--- src/rtl/rv32_pkg.sv ---
// Shared RV32 constants and load/store unit types.
// The legality check lives here so it stays next to the func3 encodings it depends on.
package rv32_pkg;

  localparam logic [2:0] F3_LB  = 3'b000;
  localparam logic [2:0] F3_LH  = 3'b001;
  localparam logic [2:0] F3_LW  = 3'b010;
  localparam logic [2:0] F3_LBU = 3'b100;
  localparam logic [2:0] F3_LHU = 3'b101;
  localparam logic [2:0] F3_SB  = 3'b000;
  localparam logic [2:0] F3_SH  = 3'b001;
  localparam logic [2:0] F3_SW  = 3'b010;

  localparam logic [6:0] OP_LOAD  = 7'b0000011;
  localparam logic [6:0] OP_STORE = 7'b0100011;

  typedef enum logic [1:0] {
    IDLE = 2'd0,
    REQ  = 2'd1,
    WAIT = 2'd2,
    RESP = 2'd3
  } lsu_state_t;

  // True for anything that must complete with err and never touch the bus.
  function automatic logic lsu_illegal(input logic       rd_flag,
                                       input logic       wr_flag,
                                       input logic [2:0] f3,
                                       input logic [1:0] addr_lo);
    logic bad;
    bad = (rd_flag == wr_flag);
    if (rd_flag && (f3 == 3'b011 || f3 == 3'b110 || f3 == 3'b111)) bad = 1'b1;
    if (wr_flag && (f3 >= 3'b011)) bad = 1'b1;
    if (f3[1:0] == 2'b01 && addr_lo[0]) bad = 1'b1;
    if (f3[1:0] == 2'b10 && addr_lo != 2'b00) bad = 1'b1;
    return bad;
  endfunction

endpackage

--- src/rtl/lsu_lane_align.sv ---
// Byte-lane steering between the core's LSB-justified data and the 32-bit bus.
// Purely combinational; only called with legal, aligned func3/addr_lo pairs.
module lsu_lane_align
  import rv32_pkg::*;
(
  input  logic [2:0]  func3,
  input  logic [1:0]  addr_lo,
  input  logic [31:0] store_data,
  input  logic [31:0] bus_data,
  output logic [3:0]  be,
  output logic [31:0] bus_wdata,
  output logic [31:0] load_data
);

  logic [7:0]  lane_b;
  logic [15:0] lane_h;

  always_comb begin
    be        = 4'b1111;
    bus_wdata = store_data;
    case (func3[1:0])
      2'b00: begin
        be        = 4'(4'b0001 << addr_lo);
        bus_wdata = {4{store_data[7:0]}};
      end
      2'b01: begin
        be        = 4'(4'b0011 << addr_lo);
        bus_wdata = {2{store_data[15:0]}};
      end
      default: begin
        be        = 4'b1111;
        bus_wdata = store_data;
      end
    endcase
  end

  always_comb begin
    lane_b = bus_data[7:0];
    case (addr_lo)
      2'd0: lane_b = bus_data[7:0];
      2'd1: lane_b = bus_data[15:8];
      2'd2: lane_b = bus_data[23:16];
      2'd3: lane_b = bus_data[31:24];
      default: lane_b = bus_data[7:0];
    endcase
    lane_h = addr_lo[1] ? bus_data[31:16] : bus_data[15:0];
  end

  // func3[2] selects zero extension (lbu/lhu).
  always_comb begin
    load_data = bus_data;
    case (func3[1:0])
      2'b00:   load_data = {{24{lane_b[7] & ~func3[2]}}, lane_b};
      2'b01:   load_data = {{16{lane_h[15] & ~func3[2]}}, lane_h};
      default: load_data = bus_data;
    endcase
  end

endmodule

--- src/rtl/load_store_unit.sv ---
// MEM-stage load/store unit: one outstanding access, aligned 32-bit bus with byte
// enables, sign/zero-extended load return and a pipeline stall while busy.
//
// state | meaning
// IDLE  | ready; request captured on req_valid
// REQ   | bus request held until dmem_gnt (illegal access: one silent cycle, no bus)
// WAIT  | load granted, waiting for dmem_rvalid
// RESP  | one-cycle done pulse
module load_store_unit
  import rv32_pkg::*;
#(
  parameter int ADDR_W = 32
) (
  input  logic              clk,
  input  logic              rst,
  input  logic              req_valid,
  input  logic              mem_read,
  input  logic              mem_write,
  input  logic [2:0]        func3,
  input  logic [ADDR_W-1:0] addr,
  input  logic [31:0]       wdata,
  input  logic [4:0]        rd_in,
  output logic              req_ready,
  output logic              busy,
  output logic              done,
  output logic              err,
  output logic [31:0]       rdata,
  output logic [4:0]        rd_out,
  output logic              rd_we,
  output logic              dmem_req,
  output logic              dmem_we,
  output logic [ADDR_W-1:0] dmem_addr,
  output logic [3:0]        dmem_be,
  output logic [31:0]       dmem_wdata,
  input  logic              dmem_gnt,
  input  logic              dmem_rvalid,
  input  logic [31:0]       dmem_rdata
);

  lsu_state_t        state, state_nxt;
  logic [ADDR_W-1:0] addr_q;
  logic [2:0]        func3_q;
  logic [31:0]       wdata_q;
  logic [31:0]       rdata_q;
  logic [4:0]        rd_q;
  logic              rd_flag_q;
  logic              wr_flag_q;
  logic              err_q;
  logic              accept;

  logic [3:0]        lane_be;
  logic [31:0]       lane_wdata;
  logic [31:0]       lane_load;

  assign accept = (state == IDLE) && req_valid;

  lsu_lane_align u_lane_align (
    .func3      (func3_q),
    .addr_lo    (addr_q[1:0]),
    .store_data (wdata_q),
    .bus_data   (dmem_rdata),
    .be         (lane_be),
    .bus_wdata  (lane_wdata),
    .load_data  (lane_load)
  );

  always_ff @(posedge clk) begin
    if (rst) state <= IDLE;
    else     state <= state_nxt;
  end

  // Illegal accesses still pass through REQ (with the bus gated off) so the
  // error completion lands two cycles after accept.
  always_comb begin
    state_nxt = state;
    case (state)
      IDLE: if (req_valid) state_nxt = REQ;
      REQ: begin
        if (err_q)         state_nxt = RESP;
        else if (dmem_gnt) state_nxt = wr_flag_q ? RESP : WAIT;
      end
      WAIT: if (dmem_rvalid) state_nxt = RESP;
      RESP: state_nxt = IDLE;
      default: state_nxt = IDLE;
    endcase
  end

  always_comb begin
    req_ready  = (state == IDLE);
    busy       = (state != IDLE);
    done       = (state == RESP);
    err        = done && err_q;
    rd_we      = done && rd_flag_q && !err_q;
    dmem_req   = (state == REQ) && !err_q;
    dmem_we    = dmem_req && wr_flag_q;
    dmem_be    = dmem_req ? lane_be : 4'b0000;
    dmem_wdata = dmem_req ? lane_wdata : 32'h0;
    dmem_addr  = dmem_req ? {addr_q[ADDR_W-1:2], 2'b00} : '0;
  end

  always_ff @(posedge clk) begin
    if (rst) begin
      addr_q    <= '0;
      func3_q   <= '0;
      wdata_q   <= '0;
      rdata_q   <= '0;
      rd_q      <= '0;
      rd_flag_q <= 1'b0;
      wr_flag_q <= 1'b0;
      err_q     <= 1'b0;
    end else if (accept) begin
      addr_q    <= addr;
      func3_q   <= func3;
      wdata_q   <= wdata;
      rdata_q   <= '0;
      rd_q      <= rd_in;
      rd_flag_q <= mem_read;
      wr_flag_q <= mem_write;
      err_q     <= lsu_illegal(mem_read, mem_write, func3, addr[1:0]);
    end else if (state == WAIT && dmem_rvalid) begin
      rdata_q   <= lane_load;
    end
  end

  assign rdata  = rdata_q;
  assign rd_out = rd_q;

endmodule

--- config.mk ---
export PLATFORM = sky130hd
export DESIGN_NAME = load_store_unit
export DESIGN_NICKNAME = d
export VERILOG_FILES = /design/src/rtl/rv32_pkg.sv /design/src/rtl/lsu_lane_align.sv /design/src/rtl/load_store_unit.sv
export SDC_FILE = /design/constraint.sdc
export NUM_CORES = 1
export LEC_CHECK = 0
export CAP_MARGIN = 20
export CELL_PAD_IN_SITES_DETAIL_PLACEMENT = 1
export CELL_PAD_IN_SITES_GLOBAL_PLACEMENT = 2
export CORE_UTILIZATION = 20
export CTS_CLUSTER_DIAMETER = 30
export DETAILED_ROUTE_END_ITERATION = 10
export PLACE_DENSITY_LB_ADDON = 0.15
export SLEW_MARGIN = 20
export SYNTH_ARGS = -nofsm -noshare
export SYNTH_HDL_FRONTEND = slang
export SYNTH_SLANG_ARGS = --single-unit
--- constraint.sdc ---
create_clock -name clk -period 1.7 [get_ports clk]
set_input_delay 0.17 -clock clk [delete_from_list [all_inputs] [get_ports clk]]
set_output_delay 0.17 -clock clk [all_outputs]
set_load 0.005 [all_outputs]
## Yosys cells after proc, flatten, opt, wreduce, memory -nomap -nowiden

Cells that the tools add are included.

| storage, ports and cells | value |
|---|---|
| register bits | 109 |
| word-level logic and storage cells | 70 |

| cells by class | value |
|---|---|
| magnitude comparators | 1 |
| equality and inequality tests | 16 |
| shifts and indexed selects | 2 |
| mux-type cells | 18 |
| bitwise logic cells | 3 |
| reduce and logical (&&, ||, !) cells | 21 |

Operators by type and width:

| cell | count |
|---|---|
| $pmux 32 s2 | 2 |
| $mux 32 | 2 |
| $pmux 8 s4 | 1 |
| $mux 16 | 1 |
| $logic_and 1x1->1 | 11 |
| $eq 2x2->1 const B | 5 |
| $eq 2x1->1 const B | 4 |
| $mux 2 | 4 |
| $pmux 2 s4 | 1 |
| $pmux 4 s2 | 1 |
| $eq 3x3->1 const B | 2 |
| $logic_not 2->1 | 3 |
| $mux 1 | 5 |
| $mux 4 | 1 |
| $ne 2x2->1 const B | 2 |
| $reduce_bool 2->1 | 2 |
| $shl 1x2->4 const A | 1 |
| $shl 2x2->4 const A | 1 |
| $eq 3x2->1 const B | 1 |
| $ge 3x2->1 const B | 1 |
| $ne 3x3->1 const B | 1 |
| $reduce_and 3->1 | 1 |
| $and 1x1->1 | 2 |
| $logic_or 1x1->1 | 2 |
| other kinds (4) | 4 |

## Longest topological paths before layout

| depth | value |
|---|---|
| depth after elaboration | 8 |
| mapped depth | 8 |

## Cells and area by module

From an unflattened synthesis, not the netlist that was laid out.

| second synthesis, totals | value |
|---|---|
| cell total of the unflattened synthesis | 785 |
| area, all modules | 5,830.6 µm² |

Modules (own cells, without submodules):

| module | instances | cells each | area each (µm²) | sequential area each (µm²) |
|---|---|---|---|---|
| load_store_unit | 1 | 574 | 4,376.7 | 2,182.1 |
| lsu_lane_align | 1 | 211 | 1,453.9 | 0.0 |

## Worst setup path before layout

OpenSTA, ideal clock, no wires.

| path | value |
|---|---|
| path kind | flip-flop to flip-flop |
| start | reg state[0] |
| end | reg rdata_q[11] (netlist: rdata[11]) |
| setup time | 0.058 ns |
| arrival time | 1.661 ns |
| required time | 1.642 ns |
| slack | -0.020 ns |
| cell stages (with the launch flop) | 8 |
| buffers on the path | 2 |
| clock period less this slack | 1.720 ns |
| cell sequence | dfxtp_1 -> inv_1 -> ha_1 -> and2_1 -> clkbuf_1 -> nor2_1 -> clkbuf_1 -> o221a_2 |

| on the way | value |
|---|---|
| longest elaborated chain between the ends | 3 |
| elaborated cells on any way between the ends | 5 |

RTL lines:

| item | line | RTL |
|---|---|---|
| start: declaration | load_store_unit.sv:40 | `lsu_state_t state, state_nxt;` |
| start signal: assignment | load_store_unit.sv:69 | `else state <= state_nxt;` |
| $logic_not 2->1 | n/a |  |
| via req_ready | load_store_unit.sv:23 | `output logic req_ready,` |
| $logic_and 1x1->1 | load_store_unit.sv:55 | `assign accept = (state == IDLE) && req_valid;` |
| $reduce_or 2->1 (no line) | n/a |  |
| end signal: assignment | load_store_unit.sv:121 | `rdata_q <= lane_load;` |
| end: declaration | load_store_unit.sv:44 | `logic [31:0] rdata_q;` |

The timed path passes the listed nets, and every way through them passes these cells.
A chain may end at the register's enable or synchronous reset.

## Final worst setup path

| path | value |
|---|---|
| start | reg state[1] |
| end | out dmem_addr[24] |

| on the way | value |
|---|---|
| longest elaborated chain between the ends | 3 |

RTL lines:

| item | line | RTL |
|---|---|---|
| $eq 2x1->1 | load_store_unit.sv:94 | `dmem_req = (state == REQ) && !err_q;` |
| $logic_and 1x1->1 | load_store_unit.sv:94 |  |
| $mux 32 | load_store_unit.sv:98 | `dmem_addr = dmem_req ? {addr_q[ADDR_W-1:2], 2'b00} : '0;` |
| end: declaration | load_store_unit.sv:32 | `output logic [ADDR_W-1:0] dmem_addr,` |

No other way between the ends.

==> key figures <==
Detailed routing
  • Drt total wl: 23960 um
  • Pre-Repair DR Iteration Count: 4
  • Post-DR wirelength/cell: 19.02 um
  • Via count: 5767
  • Initial drt markers: 192
  • ANT nets after route: 0
  • Drt drc: 0
  • Vias per Instance: 4.577

Clock tree
  • TritonCTS buffer count: 9
  • Clock slew seen by the registers of the worst setup and hold paths: 0.08 ns
  • H-tree lvl count: 3
  • Clk Latency, worst-skew pair: 0.35 ns
  • Root Driver: clkbuf_16
  • Bufs on Longest Clock Path: 2
  • CTS tree: built
  • CTS Hold Bufs: 0
  • CTS sink cnt: 109

Floorplan
  • Die area: 26540 um2
  • Io pins: 223
  • Vert. Die Dim: 162.9 um
  • Core Area: 25250 um2
  • Row count: 58
  • Initial Util: 0.2051
  • Chip width: 162.9 um

Setup path
  • Worst Path Required: 1.53 ns
  • Critical path cell sequence: inv_2, ha_4, nand2b_4, inv_4, buf_6, buf_16, buf_6, and2_4, buf_6
  • Critical Path AT: 1.65 ns
  • CP max-delay cell: dfxtp_2
  • Register-to-Register Path Depth: 6
  • Worst r2r src: func3_q[0]
  • Most used cell along the critical path: buf_6
  • Crit path launch: state[1]
  • Critical Path Sink Type: primary output
  • Crit path max fanout: 4
  • Total stage count of the critical path: 9
  • Worst path max stage delay: 0.34 ns
  • FF-to-FF setup slack: 0.05 ns
  • Top delay family on crit path: buffers and inverters
  • Startpoint types: flip-flop
  • Buf/Inv on CP: 6
  • Critical path type: flip-flop to primary output

Synth
  • Seq/Total Area, Yosys: 0.4214
  • Ranking of synthesized cells by area: dfxtp_1, nand2_1, a21oi_1, and2_1, mux2i_1
  • Synth cell types: 38
  • Fraction of registers with async set/reset: 0
  • Register bit total from synthesis: 109
  • Top-area cell type share of the netlist area: 0.4214
  • Yosys warns: 0
  • Post-Syn Instances: 689
  • Post-synth top cells: nand2_1, a21oi_1, dfxtp_1, and2_1, clkbuf_1
  • Synth Flop Type: dfxtp_1
  • Count leader, synth: nand2_1
  • Area leader, netlist: dfxtp_1
  • Netlist Area Pre-Place: 5179 um2
  • Post-synth EDFFs: 0
  • Synthesized area per cell: 7.516 um2

STA
  • Highest clock rate: 548.0 MHz
  • Final setup fails: 50
  • Min cycle time layout: 1.825 ns
  • Final hold viol count: 0
  • Final period util: 1.073
  • Slew Viols, Final: 0
  • Final WS setup: -0.1248 ns
  • Setup TNS Final: -1.922 ns
  • RSZ-0062 raised after global routing: true
  • Layout Skew: 0.01198 ns

Pwr
  • Power per cell area: 1190 nW/um2
  • LEAKAGE: 3.424 nW
  • Worst IR Drop VDD: 0.0004928 V

Cells and area
  • Inserted Diodes: 0
  • Fill cells: 2937
  • Post-route cell area: 8947 um2
  • Share of cells above drive strength 1: 0.2860
  • Nets: 1041
  • Sequential Area: 2195 um2
  • Multi-input gate area: 3084 um2
  • Area grow syn2layout: 72.77%

Global route
  • Initial antenna violation count: 1
  • Global router's overall resource usage: 0.1761
  • Gr ovfl total: 0
  • Number of global-route vias before repair: 6212
  • First-pass GRT wire length: 35630 um
  • Largest net degree at the start of global routing: 78

Flow run
  • Max-cap violations: 0

Status
  • Violated checks: negative setup slack
  • Status: finished, violations left

Worst hold path
  • HP Start: rst
  • Hold depth: 4
  • Worst hold path class: input port to flip-flop

Placed design
  • # port buffers: 220
  • GPL Wtd Cong: 0.8052
  • Placed Area: 8019 um2
  • Detailed Place HPWL: 16180 um
## what timing repair did
action | in CTS | in global routing
resized for setup | 417 | 40
cloned | 7 | 3
pin swaps | 28 | 9
hold endpoints to repair | 0 | 0
endpoints found under the setup margin | 108 | 154
setup buffers | 9 | 2
## metrics by stage
stage	instances	hold WS (ns)	util	power, W	setup slack (ns)
3_3_place_gp	1226	0.4379	0.3175	0.007207	-0.1510
4_1_cts	1255	0.3314	0.3466	0.01047	-0.1423
2_1_floorplan	690	0.3060	-	0.005144	0.01676
3_5_place_dp	1226	0.4459	0.3175	0.007304	-0.1641
5_1_grt	1260	0.3582	0.3543	0.01132	-0.1919
6_report	1260	0.3547	0.3543	0.01065	-0.1248
## sequential cells by signal (all words and copies together) (netlist names)
register / cells
addr_q: 32
err_q: 1
func3_q: 3
rd_flag_q: 1
rd_out: 5
rdata: 32
state: 2
wdata_q: 32
wr_flag_q: 1
## layer usage
metal | part of all wire | GRT usage | up-vias
li1 | - | - | 2770
met1 | 0.45 | 0.2248 | 2818
met2 | 0.49 | 0.2994 | 165
met3 | 0.058 | 0.03794 | 14
met4 | 0.010 | 0.04291 | 0
met5 | 0 | 0 | -
## layout make-up
cell class / instances / area share
clock buffer: 11 / 0.02713
clock inverter: 4 / 0.003636
inverter: 7 / 0.003496
multi-input combinational: 514 / 0.3447
sequential: 109 / 0.2453
tap: 330 / 0.04615
timing repair buffer: 285 / 0.3296
## where the power goes
group / leakage, nW / internal, W / switching (W) / total (W)
clock network: 0.129 / 0.00104 / 0.00103 / 0.00207
logic: 2.40 / 0.00260 / 0.00264 / 0.00525
registers: 0.893 / 0.00299 / 0.000342 / 0.00333
## worst paths after layout
kind	endpoint
worst min register to register	wdata_q[23]
worst max register to register	rdata[25]
worst max-delay path	dmem_addr[24]
worst min-delay path	rdata[0]
## cells by family after synthesis
| logic type | Yosys count | share of synthesized area |
|---|---|---|
| AO/OA/AOI/OAI | 168 | 0.1911 |
| other | 1 | 0.0007241 |
| multiplexers | 30 | 0.06403 |
| AND/OR/NAND/NOR | 310 | 0.2571 |
| adder cells (fa/ha/maj) | 4 | 0.009665 |
| flip-flops | 109 | 0.4214 |
| buffers and inverters | 67 | 0.05605 |
## worst reg2reg max path, stage by stage (launching register included)
cell     delay, ns
dfxtp_4       0.38
buf_4         0.19
nor2_1        0.14
mux2_2        0.37
a31oi_4       0.23
buf_12        0.17
a21oi_1       0.07
## layout by cell type, fill, tap and decap left out, types with 3 or more instances in the layout
| cell | instances |
|---|---|
| nand2_1 | 188 |
| clkdlybuf4s50_1 | 146 |
| dfxtp_1 | 103 |
| a21oi_1 | 95 |
| buf_6 | 43 |
| and2_4 | 35 |
| buf_2 | 34 |
| buf_4 | 30 |
| nand3_1 | 25 |
| o21ai_0 | 22 |
| nor2_1 | 20 |
| mux2i_1 | 19 |
| clkbuf_16 | 12 |
| buf_12 | 12 |
| a21oi_2 | 11 |
| nor2_4 | 10 |
| buf_16 | 8 |
| mux2_2 | 7 |
| o221a_2 | 7 |
| nand2_2 | 6 |
| and2_1 | 6 |
| a311oi_1 | 6 |
| o22ai_1 | 6 |
| nor2_2 | 5 |
| o31ai_1 | 5 |
| clkbuf_2 | 5 |
| a21oi_4 | 4 |
| dfxtp_2 | 4 |
| nand2b_1 | 3 |
| nor3_1 | 3 |
(Power assumes the default switching activity.)
